--- src/rtl/present_pkg.sv ---
// Shared constants and loader state encoding for the PRESENT command loader.
// PRESENT_LOADER_CHKSUM_EN adds the CHK state used for the trailing check byte.
package present_pkg;

  localparam logic [7:0] OPC_PT  = 8'h01;
  localparam logic [7:0] OPC_KEY = 8'h02;
  localparam int PT_BYTES  = 8;
  localparam int KEY_BYTES = 10;
  localparam int KEY_W     = 80;
  localparam int BLK_W     = 64;
  localparam int CNT_W     = 4;

  typedef enum logic [1:0] {
    ST_IDLE  = 2'd0,
    ST_DATA  = 2'd1,
`ifdef PRESENT_LOADER_CHKSUM_EN
    ST_CHK   = 2'd2,
`endif
    ST_ISSUE = 2'd3
  } loader_state_t;

endpackage

--- src/rtl/present_byte_shreg.sv ---
// 80-bit byte-wide shift register; new bytes enter at the LSB end so the
// first byte shifted in ends up most significant.
module present_byte_shreg
  import present_pkg::*;
(
  input  logic             clk,
  input  logic             rst_n,
  input  logic             clr,
  input  logic             shift_en,
  input  logic [7:0]       din,
  output logic [KEY_W-1:0] q
);

  always_ff @(posedge clk or negedge rst_n) begin
    if (!rst_n)
      q <= '0;
    else if (clr)
      q <= '0;
    else if (shift_en)
      q <= {q[KEY_W-9:0], din};
  end

endmodule

--- src/rtl/present_cmd_loader.sv ---
// Byte-stream command loader feeding plaintext/key loads into a PRESENT core.
// Build option PRESENT_LOADER_CHKSUM_EN: trailing XOR check byte per frame.
//
//   state | meaning
//   IDLE  | waiting for opcode byte
//   DATA  | collecting payload bytes, cnt = bytes remaining minus one
//   CHK   | waiting for check byte (checksum build only)
//   ISSUE | payload complete, waiting for core_busy low to strobe pl
module present_cmd_loader
  import present_pkg::*;
(
  input  logic             clk,
  input  logic             rst_n,
  input  logic [7:0]       s_data,
  input  logic             s_valid,
  output logic             s_ready,
  input  logic             core_busy,
  output logic [1:0]       pl,
  output logic [KEY_W-1:0] in,
  output logic             err
);

  loader_state_t    state, state_nx;
  logic [CNT_W-1:0] cnt, cnt_nx;
  logic             is_key, is_key_nx;
  logic             rdy_en;
  logic             err_nx;
  logic             sh_clr, sh_shift;
  logic             xfer;
  logic [KEY_W-1:0] sh_q, payload, in_hold;
`ifdef PRESENT_LOADER_CHKSUM_EN
  logic [7:0]       chk, chk_nx;
`endif

  present_byte_shreg u_shreg (
    .clk      (clk),
    .rst_n    (rst_n),
    .clr      (sh_clr),
    .shift_en (sh_shift),
    .din      (s_data),
    .q        (sh_q)
  );

  // rdy_en keeps s_ready low until the first edge after reset release
  always_comb begin
`ifdef PRESENT_LOADER_CHKSUM_EN
    s_ready = rdy_en && (state == ST_IDLE || state == ST_DATA || state == ST_CHK);
`else
    s_ready = rdy_en && (state == ST_IDLE || state == ST_DATA);
`endif
  end

  assign xfer    = s_valid && s_ready;
  assign payload = is_key ? sh_q : {{(KEY_W-BLK_W){1'b0}}, sh_q[BLK_W-1:0]};

  always_comb begin
    state_nx  = state;
    cnt_nx    = cnt;
    is_key_nx = is_key;
    err_nx    = 1'b0;
    sh_clr    = 1'b0;
    sh_shift  = 1'b0;
    pl        = 2'b00;
`ifdef PRESENT_LOADER_CHKSUM_EN
    chk_nx    = chk;
`endif
    case (state)
      ST_IDLE: begin
        if (xfer) begin
          if (s_data == OPC_PT || s_data == OPC_KEY) begin
            state_nx  = ST_DATA;
            is_key_nx = (s_data == OPC_KEY);
            cnt_nx    = (s_data == OPC_KEY) ? CNT_W'(KEY_BYTES-1) : CNT_W'(PT_BYTES-1);
            sh_clr    = 1'b1;
`ifdef PRESENT_LOADER_CHKSUM_EN
            chk_nx    = s_data;
`endif
          end else begin
            err_nx = 1'b1;
          end
        end
      end
      ST_DATA: begin
        if (xfer) begin
          sh_shift = 1'b1;
`ifdef PRESENT_LOADER_CHKSUM_EN
          chk_nx   = chk ^ s_data;
`endif
          if (cnt == '0)
`ifdef PRESENT_LOADER_CHKSUM_EN
            state_nx = ST_CHK;
`else
            state_nx = ST_ISSUE;
`endif
          else
            cnt_nx = cnt - 1'b1;
        end
      end
`ifdef PRESENT_LOADER_CHKSUM_EN
      ST_CHK: begin
        if (xfer) begin
          if (s_data == chk) begin
            state_nx = ST_ISSUE;
          end else begin
            err_nx   = 1'b1;
            state_nx = ST_IDLE;
          end
        end
      end
`endif
      ST_ISSUE: begin
        // pl decodes the registered state against live core_busy
        if (!core_busy) begin
          pl       = is_key ? 2'b10 : 2'b01;
          state_nx = ST_IDLE;
        end
      end
      default: state_nx = ST_IDLE;
    endcase
  end

  // in shows the payload during the strobe and holds it afterwards
  assign in = (pl != 2'b00) ? payload : in_hold;

  always_ff @(posedge clk or negedge rst_n) begin
    if (!rst_n) begin
      state   <= ST_IDLE;
      cnt     <= '0;
      is_key  <= 1'b0;
      rdy_en  <= 1'b0;
      err     <= 1'b0;
      in_hold <= '0;
`ifdef PRESENT_LOADER_CHKSUM_EN
      chk     <= '0;
`endif
    end else begin
      state  <= state_nx;
      cnt    <= cnt_nx;
      is_key <= is_key_nx;
      rdy_en <= 1'b1;
      err    <= err_nx;
      if (pl != 2'b00)
        in_hold <= payload;
`ifdef PRESENT_LOADER_CHKSUM_EN
      chk    <= chk_nx;
`endif
    end
  end

endmodule
--- config.mk ---
export PLATFORM = sky130hd
export DESIGN_NAME = present_cmd_loader
export DESIGN_NICKNAME = d
export VERILOG_FILES = /design/src/rtl/present_pkg.sv /design/src/rtl/present_byte_shreg.sv /design/src/rtl/present_cmd_loader.sv
export SDC_FILE = /design/constraint.sdc
export NUM_CORES = 1
export LEC_CHECK = 0
export CAP_MARGIN = 20
export CORE_MARGIN = 2
export CORE_UTILIZATION = 40
export DETAILED_ROUTE_END_ITERATION = 16
export DONT_BUFFER_PORTS = 1
export GPL_TIMING_DRIVEN = 0
export HOLD_SLACK_MARGIN = 0.03
export PLACE_DENSITY_LB_ADDON = 0.08
export SLEW_MARGIN = 20
export SYNTH_ARGS = -nofsm -noshare
export SYNTH_HDL_FRONTEND = slang
export SYNTH_HIERARCHICAL = 1
export SYNTH_SLANG_ARGS = --single-unit
--- constraint.sdc ---
create_clock -name clk -period 2.28 [get_ports clk]
set_input_delay 0.456 -clock clk [delete_from_list [all_inputs] [get_ports clk]]
set_output_delay 0.456 -clock clk [all_outputs]
set_load 0.01 [all_outputs]
# == Word level (Yosys, flattened, before mapping) ==
# Index checks and enable logic that the tools add are counted.
# op_classes
addsub,1
n_reduce_logical,12
n_mux,27
eq_ne,10
# op_table
operator,count
two-way mux 80 bit,4
two-way mux 4 bit,5
two-way mux 2 bit,8
AND reduction 5 bit,2
"equality test 8 x 1 -> 1 bit, second input constant",1
"equality test 8 x 2 -> 1 bit, second input constant",1
two-way mux 1 bit,8
"!= test 2 bit, second input constant",4
case mux 4 bit (2 select lines),1
case mux 2 bit (3 select lines),1
nonzero test 2 bit,3
zero test 4 bit,1
"!= test 2 x 1 -> 1 bit, second input constant",2
"subtractor 4 x 1 -> 4 bit, second input constant",1
AND reduction 3 bit,1
"equality test 2 x 1 -> 1 bit, second input constant",1
"equality test 2 bit, second input constant",1
logical AND 1 bit,2
zero test 2 bit,1
logical OR 1 bit,2
# totals
output_inout_bits,84
register_bits,169
wordCells,57

# == Depth between registers and ports, before layout ==
# Gate-level depths: netlist of run 1.
# depth
word_depth,8
mapped_depth,8
ltp_nobuf,6

# == Modules after synthesis ==
# Netlist of run 1, hierarchy kept.
# by_module_without_submodules
module,area_per_inst_um2,cells_per_inst,n_inst
present_cmd_loader,3595.9,270,1
present_byte_shreg,3269.4,258,1

# == Worst setup path after synthesis of run 1 ==
# Ideal clock, no wire load.
# synth_path
path_kind,input-to-output
startpoint,input port core_busy
endpoint,output port in[77]
cell_stages,4
path_slack_ns,0.424
arrival_time_ns,1.400
t_required_ns,1.824
path_cell_list,nand3b_1 buf_2 buf_2 o21ai_0
# synth_via
elab_chain_cells,4
# synth_rtl
item,line,source
start: declaration,present_cmd_loader.sv:17,"input logic core_busy,"
two-way mux 2 bit,present_cmd_loader.sv:113,if (!core_busy) begin
two-way mux 2 bit,present_cmd_loader.sv:67,case (state)
nonzero test 2 bit,present_cmd_loader.sv:123,assign in = (pl != 2'b00) ? payload : in_hold;
two-way mux 80 bit,n/a,
end: declaration,present_cmd_loader.sv:19,"output logic [KEY_W-1:0] in,"
# No other way between the ends.

# == Final worst setup path of run 1 ==
# layout_path
startpoint,register state[1]
endpoint,output port in[45]
# layout_via
elab_chain_cells,4
# layout_rtl
item,line,source
start: declaration,present_cmd_loader.sv:23,"loader_state_t state, state_nx;"
start signal: assignment,present_cmd_loader.sv:137,state <= state_nx;
equality test 2 bit,present_cmd_loader.sv:67,
two-way mux 2 bit,present_cmd_loader.sv:67,
nonzero test 2 bit,present_cmd_loader.sv:123,
two-way mux 80 bit,n/a,
# No other way between the ends.

==> results of run 1 <==
stage by stage:
stage,cell area (sq um),utilization (%)
4_1_cts,8080,48.4
3_5_place_dp,7140,42.8
5_1_grt,8200,49.1
3_3_place_gp,7140,42.8
6_report,8200,49.1
2_1_floorplan,6870,-
power by group through the flow:
stage	Clock (mW)	Sequential (mW)	Combinational (mW)
final	3.25	5.04	2.94
after global routing	3.46	5.19	3.24
after CTS	3.33	5.04	2.83
after detailed placement	0	5.07	2.65
after global placement	0	5.06	2.58
after floorplan	0	4.68	2.27
worst reg2reg max path, cell delays in order (launching register included):
cell and delay, ns:
dfrtp_2 0.41, buf_4 0.16, and3b_1 0.33, nand2_1 0.10, nor2_1 0.10, clkbuf_2 0.26, clkbuf_1 0.41, nor2_1 0.12
state kept, by name, summed over array words and instances, names as in the netlist:
signal,flops
err,1
state,2
cnt,4
rdy_en,1
in_hold,80
is_key,1
u_shreg/q,80
path summary, 6_finish.rpt:
kind	startpoint	end	slack, ns	cells after the start
max	state[1]	in[45]	0.03	5
min	rst_n	in_hold[49]	-0.27	0
max reg2reg	state[1]	u_shreg/q[2]	0.27	7
min reg2reg	in_hold[76]	in_hold[76]	0.52	2
max in group asynchronous	rst_n	u_shreg/q[24]	2.35	0
min in group clk	s_data[1]	is_key	0.17	2
cell type report:
type                       count  share of cell area (%)
clock inverter                12                    2.70
multi-input combinational    322                    31.4
timing repair buffer           9                    1.62
tap                          220                    3.36
buffer                        30                    3.65
sequential                   169                    51.6
clock buffer                  19                    5.40
inverter                       5                   0.229
cells by family (layout without fill, tap and decap cells):
kind of cell / after synthesis / after routing / share of synthesized area, %
AOI/OAI and AO/OA: 29 / 29 / 2.88
xor gates and xnor gates: 1 / 1 / 0.128
adders and majority gates: 1 / 1 / 0.182
buffers and inverters: 37 / 75 / 3.70
DFF: 169 / 169 / 61.6
muxes: 146 / 146 / 22.6
other: 1 / 1 / 0.0546
and+or+nand+nor: 144 / 144 / 8.86
layout by cell type, fill, tap and decap left out, types with 4 or more instances in the layout:
cell type and count:
buf_4 6, buf_6 5, buf_8 10, bufinv_16 6, clkbuf_1 9, clkbuf_16 17, dfrtp_1 167, inv_1 5
mux2_2 31, mux2_4 35, mux2i_1 80, nand2_1 37, nor2_1 90, nor2b_1 4, o21ai_2 13
repair_timing:
item | 4_1_cts | 5_1_grt
setup endpoints to repair | 82 | 59
gates resized for setup | 65 | 30
buffers inserted | 6 | 1
gates cloned | 2 | 0
pin swaps | 1 | 0
endpoints found under the hold margin | 169 | 169
layer usage:
layer  vias to the layer above  wire length (um)
met5                         -                 0
met3                        11               926
li1                       1843                 -
met4                         0               155
met1                      2024              6640
met2                        79              6840
==> impl_metrics.py, run 1 <==
metrics = {
    "setup_path": {
        "cp_slowest_cell": "dfrtp_2",
        "critPathArrivalTime_ns": 1.80,
        "endpoint_kind": "output port",
        "crit_fanout": 10,
        "critPathLaunchType": "flip-flop",
        "cp.required_ns": 1.82,
        "worstPathCellList": "nand3b_1, buf_6, buf_12, buf_12, mux2_2",
        "cpMostUsedCell": "buf_12",
        "worst-setup-path-type": "flip-flop to output port",
        "path_buf_inv": 3,
        "slowest_delay_ns": 0.41,
        "crit_family": "buffers and inverters",
    },
    "hold_path": {
        "min_path_type": "input pin to asynchronous set/reset pin",
    },
    "layout": {
        "multi_input_area_sq_um": 2580,
        "antenna_cells": 0,
        "fill_cells": 1496,
        "fin_cells": 786,
        "syn2layout_area_growth_pct": 19.4,
        "layout.nets": 567,
        "drive_gt1_share_pct": 26.7,
        "seqCellArea_sq_um": 4230,
    },
    "clock_tree": {
        "cts_buffers": 17,
        "cts_buffer_depth": 2,
        "cts_tree": "done",
        "clk_latency_ns": 0.42,
        "clockRootBuffer": "clkbuf_16",
        "clkTransAtPathRegs_ns": 0.07,
        "cts_sinks": 169,
        "h-tree-depth": 4,
    },
    "placement": {
        "dp_slack_ns": -0.185,
        "io_buffer_count": 0,
        "place_congestion": 0.793,
        "dpl.cell_count": 748,
        "dp_hpwl_mm": 9.57,
    },
    "yosys": {
        "ys_warn_count": 6,
        "ys_seq_elements": 169,
        "yosys_most_used_dff": "dfrtp_1",
        "synth_cells": 528,
        "yosysUniqueCellTypes": 39,
        "synthTopCellsByCount": "dfrtp_1, nor2_1, mux2i_1",
        "synth_seq_area_share_pct": 61.6,
        "ys_top_cells_by_area": "dfrtp_1, mux2i_1, mux2_2, nor2_1, nand2_1",
        "synth_most_common_cell": "dfrtp_1",
        "synthArstFlopShare_pct": 100,
        "synth_top_cell_by_area": "dfrtp_1",
        "synth_edf_count": 0,
        "netlist_area_sq_um": 6870,
        "syn-num-nets": 541,
        "synth_top_area_share_pct": 61.6,
        "syn_avg_cell_area_sq_um": 13.0,
    },
    "pwr": {
        "max-vdd-ir-drop_v": 0.000950,
        "pwr-share-seq_pct": 44.9,
        "leakagePower_nw": 3.91,
        "intPower_mw": 7.74,
        "report.power.total_mw": 11.2,
        "switchingPower_mw": 3.48,
        "p_sw_share_pct": 31.0,
        "pwr-share-clk_pct": 28.9,
        "powerDensity_nw_per_um2": 1370,
        "pwr-share-comb_pct": 26.2,
    },
    "die": {
        "die_h_um": 135,
        "die_area_sq_um": 18200,
        "coreArea_sq_um": 16700,
        "num_rows": 47,
        "fp.dieW_um": 135,
        "start_util_pct": 41.1,
        "ios": 96,
    },
    "grt": {
        "top_usage_layer": "met2",
        "grtUsageTotal_pct": 16.8,
        "grt_overflow": 0,
        "grt_antenna_before_repair": 0,
        "grt_pass1_vias": 4106,
        "grt_start_max_net_pins": 170,
        "met1_usage_pct": 22.9,
        "grt_pass1_wl_mm": 23.4,
        "globalRouteMet2Util_pct": 25.7,
        "grtUsageMet3_pct": 5.86,
    },
    "detailed_routing": {
        "first_pass_iters": 4,
        "wl_mm": 14.6,
        "wire_per_inst_um": 18.5,
        "drc": 0,
        "vias": 3957,
        "ant_nets": 0,
        "drtIter0Drc": 255,
        "route.detailed.vias_per_inst": 5.03,
    },
    "timing": {
        "hold_viol_final": 169,
        "fin_setup_tns_ns": 0,
        "skew_ns": 0.00994,
        "rsz0062_at_grt": "true",
        "max_slew_margin_pct": 67.2,
        "maxSlewViolCount": 0,
        "fin_crit_sh_pct": 98.8,
        "fmax_ghz": 0.444,
        "tightestPinTransition_ns": 0.485,
        "finalCriticalPeriod_ns": 2.25,
        "setup_violations": 0,
        "setup_ws_ns": 0.0281,
        "whs_ns": -0.270,
    },
    "status": {
        "status": "finished with violations",
        "failed_checks": "hold timing",
    },
    "run": {
        "maxCapViolations": 0,
    },
}
No activity file was read; power rests on OpenSTA's default activity.
==> run 2, diff against run 1 <==
ABC_AREA = 1   (was default)
GPL_TIMING_DRIVEN = 1   (was 0)
clock period = 2.6 ns   (was 2.28 ns; I/O delays follow)
==> impl_metrics.py, run 2 <==
metrics = {
    "status": {
        "status": "finished with violations",
        "failed_checks": "hold timing",
    },
    "detailed_routing": {
        "drtIter0Drc": 357,
        "first_pass_iters": 4,
        "wl_mm": 14.8,
        "drc": 0,
        "ant_nets": 0,
        "vias": 4714,
        "wire_per_inst_um": 15.4,
        "route.detailed.vias_per_inst": 4.88,
    },
    "die": {
        "start_util_pct": 41.0,
        "num_rows": 47,
        "fp.dieW_um": 135,
        "coreArea_sq_um": 16600,
        "ios": 96,
        "die_h_um": 135,
        "die_area_sq_um": 18100,
    },
    "clock_tree": {
        "cts_tree": "done",
        "cts_setup_buffers": 0,
        "cts_buffer_depth": 2,
        "cts_resized": 0,
        "clkTransAtPathRegs_ns": 0.06,
        "cts_buffers": 17,
        "cts_sinks": 169,
        "clk_latency_ns": 0.43,
        "clockRootBuffer": "clkbuf_16",
        "h-tree-depth": 4,
    },
    "timing": {
        "whs_ns": -0.215,
        "hold_viol_final": 169,
        "setup_violations": 0,
        "skew_ns": 0.00882,
        "finalCriticalPeriod_ns": 2.32,
        "maxSlewViolCount": 0,
        "rsz0062_at_grt": "false",
        "fin_crit_sh_pct": 89.4,
        "fin_setup_tns_ns": 0,
        "fmax_ghz": 0.430,
        "setup_ws_ns": 0.276,
    },
    "pwr": {
        "max-vdd-ir-drop_v": 0.000463,
        "pwr-share-seq_pct": 48.3,
        "switchingPower_mw": 2.42,
        "leakagePower_nw": 4.14,
        "intPower_mw": 5.31,
        "pwr-share-comb_pct": 17.4,
        "pwr-share-clk_pct": 34.3,
        "p_sw_share_pct": 31.3,
        "powerDensity_nw_per_um2": 1030,
    },
    "yosys": {
        "synthTopCellsByCount": "nand2_1, dfrtp_1, nand3_1",
        "syn-num-nets": 758,
        "yosys_most_used_dff": "dfrtp_1",
        "synth_top_area_share_pct": 62.0,
        "synth_edf_count": 0,
        "ys_seq_elements": 169,
        "syn_avg_cell_area_sq_um": 9.16,
        "synthArstFlopShare_pct": 100,
        "ys_warn_count": 6,
        "synth_seq_area_share_pct": 62.0,
        "netlist_area_sq_um": 6830,
        "synth_most_common_cell": "nand2_1",
        "synth_top_cell_by_area": "dfrtp_1",
        "ys_top_cells_by_area": "dfrtp_1, nand2_1, nand3_1, a22o_1, buf_4",
        "yosysUniqueCellTypes": 23,
        "synth_cells": 745,
    },
    "layout": {
        "reg_top3": "in_hold x80, u_shreg/q x80, cnt x4",
        "layout.nets": 746,
        "utilization_pct": 45.1,
        "syn2layout_area_growth_pct": 10.0,
        "layout_common_cells": "nand2_1, dfrtp_1, nand3_1, clkbuf_16, a22o_1",
        "drive_gt1_share_pct": 7.10,
        "fill_cells": 1680,
        "final_common_cell": "nand2_1",
        "antenna_cells": 0,
    },
    "placement": {
        "dp_slack_ns": 0.617,
        "dp_hpwl_mm": 9.29,
        "io_buffer_count": 0,
        "place_congestion": 0.718,
    },
    "setup_path": {
        "cp.depth": 5,
        "cp.required_ns": 2.08,
        "crit_start": "state[0]",
        "critPathArrivalTime_ns": 1.80,
        "critPathLaunchType": "flip-flop",
        "regToRegSetupSlack_ns": 0.61,
        "endpoint_kind": "output port",
        "crit_family": "flip-flops",
        "r2r_cells": 6,
        "worstPathCellList": "nand2_1, nor2_4, inv_2, buf_4, a22o_1",
        "path_buf_inv": 2,
        "reg2reg_to": "u_shreg/q[34]",
        "critical_path.endpoint": "in[67]",
        "worst-setup-path-type": "flip-flop to output port",
        "slowest_delay_ns": 0.44,
        "cp_slowest_cell": "dfrtp_1",
        "timing.rr.start": "state[1]",
        "crit_fanout": 40,
    },
    "grt": {
        "grtUsageTotal_pct": 17.5,
        "grt_pass1_wl_mm": 24.9,
        "grt_antenna_before_repair": 0,
        "grt_start_max_net_pins": 170,
        "grt_pass1_vias": 4803,
        "grt_overflow": 0,
    },
    "run": {
        "maxCapViolations": 0,
    },
    "hold_path": {
        "min_path_type": "input pin to asynchronous set/reset pin",
    },
}
-- run 2: cell count changes after synthesis, sizes merged, moves of 7 or more --
cell	change
a22o	+16
buf	+7
inv	+11
mux2	-66
mux2i	-80
o21ai	-15
nand3	+89
nor2	-73
nand2	+347
-- run 2: metrics by stage --
| stage | power [mW] | instances | instance area (sq um) | hold WS (ns) |
|---|---|---|---|---|
| finish | 7.73 | 966 | 7510 | -0.215 |
| global route | 8.24 | 966 | 7510 | -0.245 |
| detailed placement | 5.15 | 934 | 6880 | 0.232 |
| floorplan | 4.77 | 745 | 6830 | 0.224 |
| CTS | 7.85 | 966 | 7510 | -0.235 |
| global placement | 5.11 | 934 | 6880 | 0.229 |
-- run 2: worst min-delay path by stage --
stage | to | slack [ns] | cells after the start
after floorplan | cnt[0] | 0.22 | 0
after global placement | in_hold[61] | 0.23 | 0
after detailed placement | in_hold[68] | 0.23 | 0
after CTS | in_hold[73] | -0.23 | 0
after global routing | in_hold[73] | -0.25 | 0
final | in_hold[68] | -0.22 | 0
-- run 2: metal layers --
layer / up-vias / global-route usage [%] / part of all wire, %
li1: 2314 / - / -
met1: 2286 / 22.8 / 45
met2: 99 / 26.7 / 47
met3: 15 / 6.94 / 7.2
met4: 0 / 5.85 / 1.2
met5: - / 0 / 0
-- run 2: worst reg2reg max path, stage by stage (launching register included) --
cell and delay [ns]:
dfrtp_1 0.42, inv_1 0.14, nand3_1 0.24, nor2_4 0.46, buf_4 0.43, nand3_1 0.15
nand2_1 0.10
-- run 2: final cells by class --
class / instances / area, sq um / area share (%)
sequential: 169 / 4230 / 56.3
clock buffer: 22 / 494 / 6.58
multi-input combinational: 519 / 2210 / 29.5
tap: 220 / 275 / 3.66
inverter: 16 / 60.1 / 0.800
clock inverter: 10 / 139 / 1.85
timing repair buffer: 10 / 100 / 1.33
-- run 2: kinds of logic (layout without fill, tap and decap cells) --
kind of cell    Yosys count  count (layout)  synth area share, %
fa+ha+maj                 1               1                0.183
buf+inv                  57              58                 5.81
simple gates            495             495                 29.3
flops                   169             169                 62.0
compound gates           21              21                 2.58
other cells               1               1               0.0549
xor+xnor                  1               1                0.128
-- run 2: power by group through the flow --
stage,combinational [mW],clock [mW],sequential (mW)
finish,1.35,2.65,3.73
global route,1.58,2.84,3.82
CTS,1.38,2.73,3.74
detailed placement,1.37,0,3.78
global placement,1.33,0,3.77
floorplan,1.16,0,3.61
